## config.mk

```make
export PLATFORM = sky130hd
export DESIGN_NAME = tinyqv_mem_sequencer
export DESIGN_NICKNAME = d
export VERILOG_FILES = /design/src/rtl/tinyqv_pkg.sv /design/src/rtl/tinyqv_mem_step.sv /design/src/rtl/tinyqv_mem_sequencer.sv
export SDC_FILE = /design/constraint.sdc
export NUM_CORES = 1
export LEC_CHECK = 0
export CORE_ASPECT_RATIO = 1.5
export CORE_MARGIN = 3
export CORE_UTILIZATION = 40
export DETAILED_ROUTE_END_ITERATION = 6
export GPL_ROUTABILITY_DRIVEN = 0
export PLACE_DENSITY = 0.73
export SYNTH_ARGS = -nofsm -noshare
export SYNTH_HDL_FRONTEND = slang
export SYNTH_SLANG_ARGS = --single-unit
```

## constraint.sdc

```tcl
create_clock -name clk -period 2.15 [get_ports clk]
set_clock_uncertainty 0.15 [all_clocks]
set_input_delay 0.3225 -clock clk [delete_from_list [all_inputs] [get_ports clk]]
set_output_delay 0.3225 -clock clk [all_outputs]
set_load 0.01 [all_outputs]
```

## src/rtl/tinyqv_pkg.sv

```systemverilog
// Shared types and constants for the TinyQV load/store sequencing logic.
// Holds the sequencer state encoding and the funct3 access-size codes.
package tinyqv_pkg;

  typedef enum logic [1:0] {
    ST_IDLE     = 2'd0,
    ST_ISSUE    = 2'd1,
    ST_WAIT_RSP = 2'd2,
    ST_DRAIN    = 2'd3
  } state_t;

  localparam logic [1:0] MEM_SIZE_B = 2'd0;
  localparam logic [1:0] MEM_SIZE_H = 2'd1;
  localparam logic [1:0] MEM_SIZE_W = 2'd2;

  // log2 of the access size in bytes; the unused code 3 behaves like a word
  function automatic logic [1:0] size_log2(input logic [1:0] size);
    logic [1:0] res;
    case (size)
      MEM_SIZE_B: res = 2'd0;
      MEM_SIZE_H: res = 2'd1;
      default:    res = 2'd2;
    endcase
    return res;
  endfunction

endpackage

```

## src/rtl/tinyqv_mem_step.sv

```systemverilog
// Next-transaction address and register index for a multi-op load/store.
// Address wraps at 2^ADDR_W, register index wraps at 16.
module tinyqv_mem_step
  import tinyqv_pkg::*;
#(
  parameter int ADDR_W = 28
) (
  input  logic [ADDR_W-1:0] addr,
  input  logic [3:0]        reg_idx,
  input  logic [1:0]        size,
  input  logic              inc,
  output logic [ADDR_W-1:0] next_addr,
  output logic [3:0]        next_reg
);

  logic [ADDR_W-1:0] stride;

  assign stride    = {{(ADDR_W-1){1'b0}}, 1'b1} << size_log2(size);
  assign next_addr = addr + stride;
  assign next_reg  = reg_idx + {3'b000, inc};

endmodule

```

## src/rtl/tinyqv_mem_sequencer.sv

```systemverilog
// Expands one decoded load/store into 1-8 back-to-back memory transactions,
// stepping address and optionally register index, with a clean flush path.
module tinyqv_mem_sequencer
  import tinyqv_pkg::*;
#(
  parameter int ADDR_W = 28
) (
  input  logic              clk,
  input  logic              rst,
  input  logic              instr_valid,
  output logic              instr_ready,
  input  logic              is_load,
  input  logic              is_store,
  input  logic [2:0]        mem_op,
  input  logic [ADDR_W-1:0] base_addr,
  input  logic [3:0]        data_reg,
  input  logic [2:0]        additional_mem_ops,
  input  logic              mem_op_increment_reg,
  input  logic              flush,
  output logic              mem_req_valid,
  input  logic              mem_req_ready,
  output logic [ADDR_W-1:0] mem_addr,
  output logic [2:0]        mem_op_out,
  output logic              mem_is_store,
  output logic [3:0]        mem_reg,
  input  logic              mem_rsp_valid,
  output logic              rf_we,
  output logic              busy,
  output logic              done
);

  // Request handshake: a transaction transfers on a cycle where mem_req_valid
  // and mem_req_ready are both high; address/op/reg stay stable until then.

  state_t            state;
  logic [ADDR_W-1:0] addr;
  logic [2:0]        op;
  logic [3:0]        reg_idx;
  logic              store;
  logic              inc;
  logic [2:0]        remaining;
  logic              done_q;

  logic [ADDR_W-1:0] next_addr;
  logic [3:0]        next_reg;

  tinyqv_mem_step #(.ADDR_W(ADDR_W)) u_step (
    .addr      (addr),
    .reg_idx   (reg_idx),
    .size      (op[1:0]),
    .inc       (inc),
    .next_addr (next_addr),
    .next_reg  (next_reg)
  );

  always_ff @(posedge clk or posedge rst) begin
    if (rst) begin
      state     <= ST_IDLE;
      addr      <= '0;
      op        <= '0;
      reg_idx   <= '0;
      store     <= 1'b0;
      inc       <= 1'b0;
      remaining <= '0;
      done_q    <= 1'b0;
    end else begin
      done_q <= 1'b0;
      case (state)
        ST_IDLE: begin
          if (instr_valid && (is_load || is_store)) begin
            addr      <= base_addr;
            op        <= mem_op;
            reg_idx   <= data_reg;
            store     <= ~is_load;
            inc       <= mem_op_increment_reg;
            remaining <= additional_mem_ops;
            state     <= ST_ISSUE;
          end
        end
        ST_ISSUE: begin
          // flush wins even over a request accepted in the same cycle
          if (flush) begin
            state <= ST_IDLE;
          end else if (mem_req_ready) begin
            if (!store) begin
              state <= ST_WAIT_RSP;
            end else if (remaining == 3'd0) begin
              state  <= ST_IDLE;
              done_q <= 1'b1;
            end else begin
              addr      <= next_addr;
              reg_idx   <= next_reg;
              remaining <= remaining - 3'd1;
            end
          end
        end
        ST_WAIT_RSP: begin
          if (mem_rsp_valid) begin
            if (flush) begin
              state <= ST_IDLE;
            end else if (remaining == 3'd0) begin
              state  <= ST_IDLE;
              done_q <= 1'b1;
            end else begin
              addr      <= next_addr;
              reg_idx   <= next_reg;
              remaining <= remaining - 3'd1;
              state     <= ST_ISSUE;
            end
          end else if (flush) begin
            state <= ST_DRAIN;
          end
        end
        ST_DRAIN: begin
          if (mem_rsp_valid) state <= ST_IDLE;
        end
        default: state <= ST_IDLE;
      endcase
    end
  end

  assign instr_ready   = (state == ST_IDLE);
  assign mem_req_valid = (state == ST_ISSUE);
  assign busy          = (state != ST_IDLE);
  assign done          = done_q;
  assign mem_addr      = addr;
  assign mem_op_out    = op;
  assign mem_is_store  = store;
  assign mem_reg       = reg_idx;
  // x0 is never written; a flushed or drained response is discarded
  assign rf_we = (state == ST_WAIT_RSP) && mem_rsp_valid && !flush && (reg_idx != 4'd0);

endmodule
```

==> flow_metrics.tcl <==
set metrics [dict create \
    grt-ovfl-total 0 \
    final_cells 556 \
    ys_ff_latch 43 \
    drt-initial-drc-count 174 \
    maxSlewHeadroom 0.541 \
    status "finished, violations left" \
    met2_usage 0.422 \
    layout.nets 539 \
    ios 88 \
    grt_pass1_vias 3327 \
    ir_drop_mv 1.14 \
    seq_area_frac_synth 0.370 \
    drive_gt1_frac 0.349 \
    crit_fanout 8 \
    worstMarginPinSlew_ns 0.688 \
    chipWidth_um 75.6 \
    r2r_cells 10 \
    track_usage 0.244 \
    use_met3 0.0319 \
    synth_mux_area_frac 0.0465 \
    r2r-start "state[0]$_DFFE_PP0P_" \
    syn_area_per_cell_um2 8.63 \
    cts_buffers 5 \
    hold_path.class "in2async" \
    worst_hold_slack_ns 0.172 \
    die_h_um 110 \
    viasPerCell 6.26 \
    clock_latency_ns 0.31 \
    n_fill_cell 489 \
    grt_max_degree 42 \
    cts_tree "built" \
    synth_edf_count 0 \
    cts_sinks 43 \
    clockBufferDepth 2 \
    yosys.area_share.simple 0.242 \
    dp_cells 529 \
    synth.area.top_cells "dfrtp_1, ha_1, o22ai_1, a21oi_1, mux2i_1" \
    clk_pin_slew_ns 0.09 \
    clock-root-buffer "clkbuf_8" \
    route.detailed.drc 0 \
    wl_per_cell_um 20.4 \
    hold_buffers 0 \
    ys.flop_type "dfrtp_1" \
    cap_violations 0 \
    port_buffers 87 \
    core_area_mm2 0.00694 \
    fin_crit_sh 1.11 \
    rows 37 \
    rsz0062_at_grt "yes" \
    post-route-min-period_ns 2.40 \
    synthArstFlopShare 1.00 \
    n_antenna_cell 0 \
    yosysTopAreaCell "dfrtp_1" \
    fmax_mhz 417 \
    p_leak_nw 2.07 \
    syn_inst 337 \
    yosysTopAreaCellShare 0.370 \
    setup_viol 31 \
    start_util 0.419 \
    synth_compound_area_frac 0.221 \
    drtAntennaViolNets 0 \
    slew_violations 0 \
    synth_top_family_by_area "simple AND/OR/NAND/NOR gates" \
    startpoint "state[0]$_DFFE_PP0P_" \
    cp_data_arrival_time_ns 2.45 \
    wl_um 11400 \
    antenna_found_initial 0 \
    worstSetupStartpointType "flip-flop" \
    vias 3481 \
    synthesis.nets 398 \
    top_usage_layer "met2" \
    layout_setup_ws_ns -0.246 \
    ys_top_cells_by_count "dfrtp_1, nand2_1, nor2_1, a21oi_1, o21ai_0" \
    hpwl_um 6810 \
    largest_reg_flops 28 \
    endpoint_kind "flip-flop" \
    seqCellArea_mm2 0.00108 \
    violations "setup timing" \
    syn_to_final_growth_pct 75.4 \
    power_density_mw_per_mm2 1920 \
    synth_most_common_cell "dfrtp_1" \
    drtPass1Iterations 5 \
    gr-usage-met1 0.288 \
    yosys.area_share.adder 0.0628 \
    multi_input_area_mm2 0.00218 \
    cp.required_ns 2.21 \
    h-tree-depth 2 \
    syn_area_mm2 0.00291 \
    synth_cell_types 48 \
    synth_warnings 0 \
    dieArea_mm2 0.00835 \
    worstSetupPathType "reg2reg" \
    hold_violations 0 \
    synth_xor_area_frac 0.00301 \
    grt_pass1_wl_um 16000 \
]
[cell families after synthesis]
kind of cell,Yosys count
and+or+nand+nor,132
other,1
AOI/OAI and AO/OA,96
muxes,13
xor gates and xnor gates,1
DFF,43
adders and majority gates,14
buffers and inverters,37
[layout make-up]
| class | instances | area share |
|---|---|---|
| tap | 78 | 0.0191 |
| clock buffer | 7 | 0.0150 |
| multi-input combinational | 257 | 0.428 |
| inverter | 14 | 0.0108 |
| sequential | 43 | 0.211 |
| timing repair buffer | 157 | 0.316 |
[placed cells by master (no fill, tap or decap), types with 10 or more instances in the layout]
cell type,count
dfrtp_1,41
nor2_1,16
nand4_1,13
inv_1,10
nand3_1,13
a21oi_1,12
o22ai_1,10
clkdlybuf4s50_1,85
buf_4,49
nor3_1,12
nand2_1,18
[worst max-delay path, stage by stage, from the launching register on]
cell and delay (ns):
dfrtp_2 0.49, inv_4 0.11, ha_4 0.23, nand3b_1 0.18, nand3_2 0.14, buf_6 0.14
nor3_4 0.19, buf_12 0.15, clkbuf_16 0.16, o22ai_2 0.08, nor3_1 0.27
[per-stage QoR]
| step | setup slack, ns | area, µm² | TNS [ns] | total power, mW | util |
|---|---|---|---|---|---|
| floorplan | -0.0214 | 3000 | -0.0423 | 4.66 | - |
| global placement | -0.227 | 4270 | -4.46 | 6.81 | 0.615 |
| detailed placement | -0.274 | 4270 | -5.28 | 6.96 | 0.615 |
| CTS | -0.104 | 4570 | -0.936 | 7.98 | 0.659 |
| global route | -0.293 | 5100 | -5.59 | 10.3 | 0.735 |
| finish | -0.246 | 5100 | -3.78 | 9.79 | 0.735 |
[metal layers]
metal / up-vias / share of wire
met5: - / 0
met4: 0 / 0.045
met3: 57 / 0.053
met2: 182 / 0.54
met1: 1696 / 0.36
li1: 1546 / -
[repair_timing]
item / in CTS / in global routing
resized for setup: 34 / 77
pin swaps: 21 / 24
gates cloned: 1 / 6
endpoints found under the setup margin: 28 / 31
buffers inserted: 8 / 8
[worst paths after layout]
path	endpoint	slack (ns)
max in group asynchronous	mem_addr[3]$_DFFE_PP0P_	1.08
min	mem_is_store$_DFFE_PP0P_	0.17
max reg2reg	mem_addr[22]$_DFFE_PP0P_	-0.25
max	mem_addr[22]$_DFFE_PP0P_	-0.25
min reg2reg	mem_op_out[2]$_DFFE_PP0P_	0.36
min in group clk	mem_op_out[2]$_DFFE_PP0P_	0.36
[where the power goes]
part	leakage [nW]	internal, mW	switching, mW
clock	0.0383	0.225	0.303
combinational	1.52	3.94	3.59
sequential	0.512	1.24	0.491
Note: power is estimated with default switching activity, not from simulation.
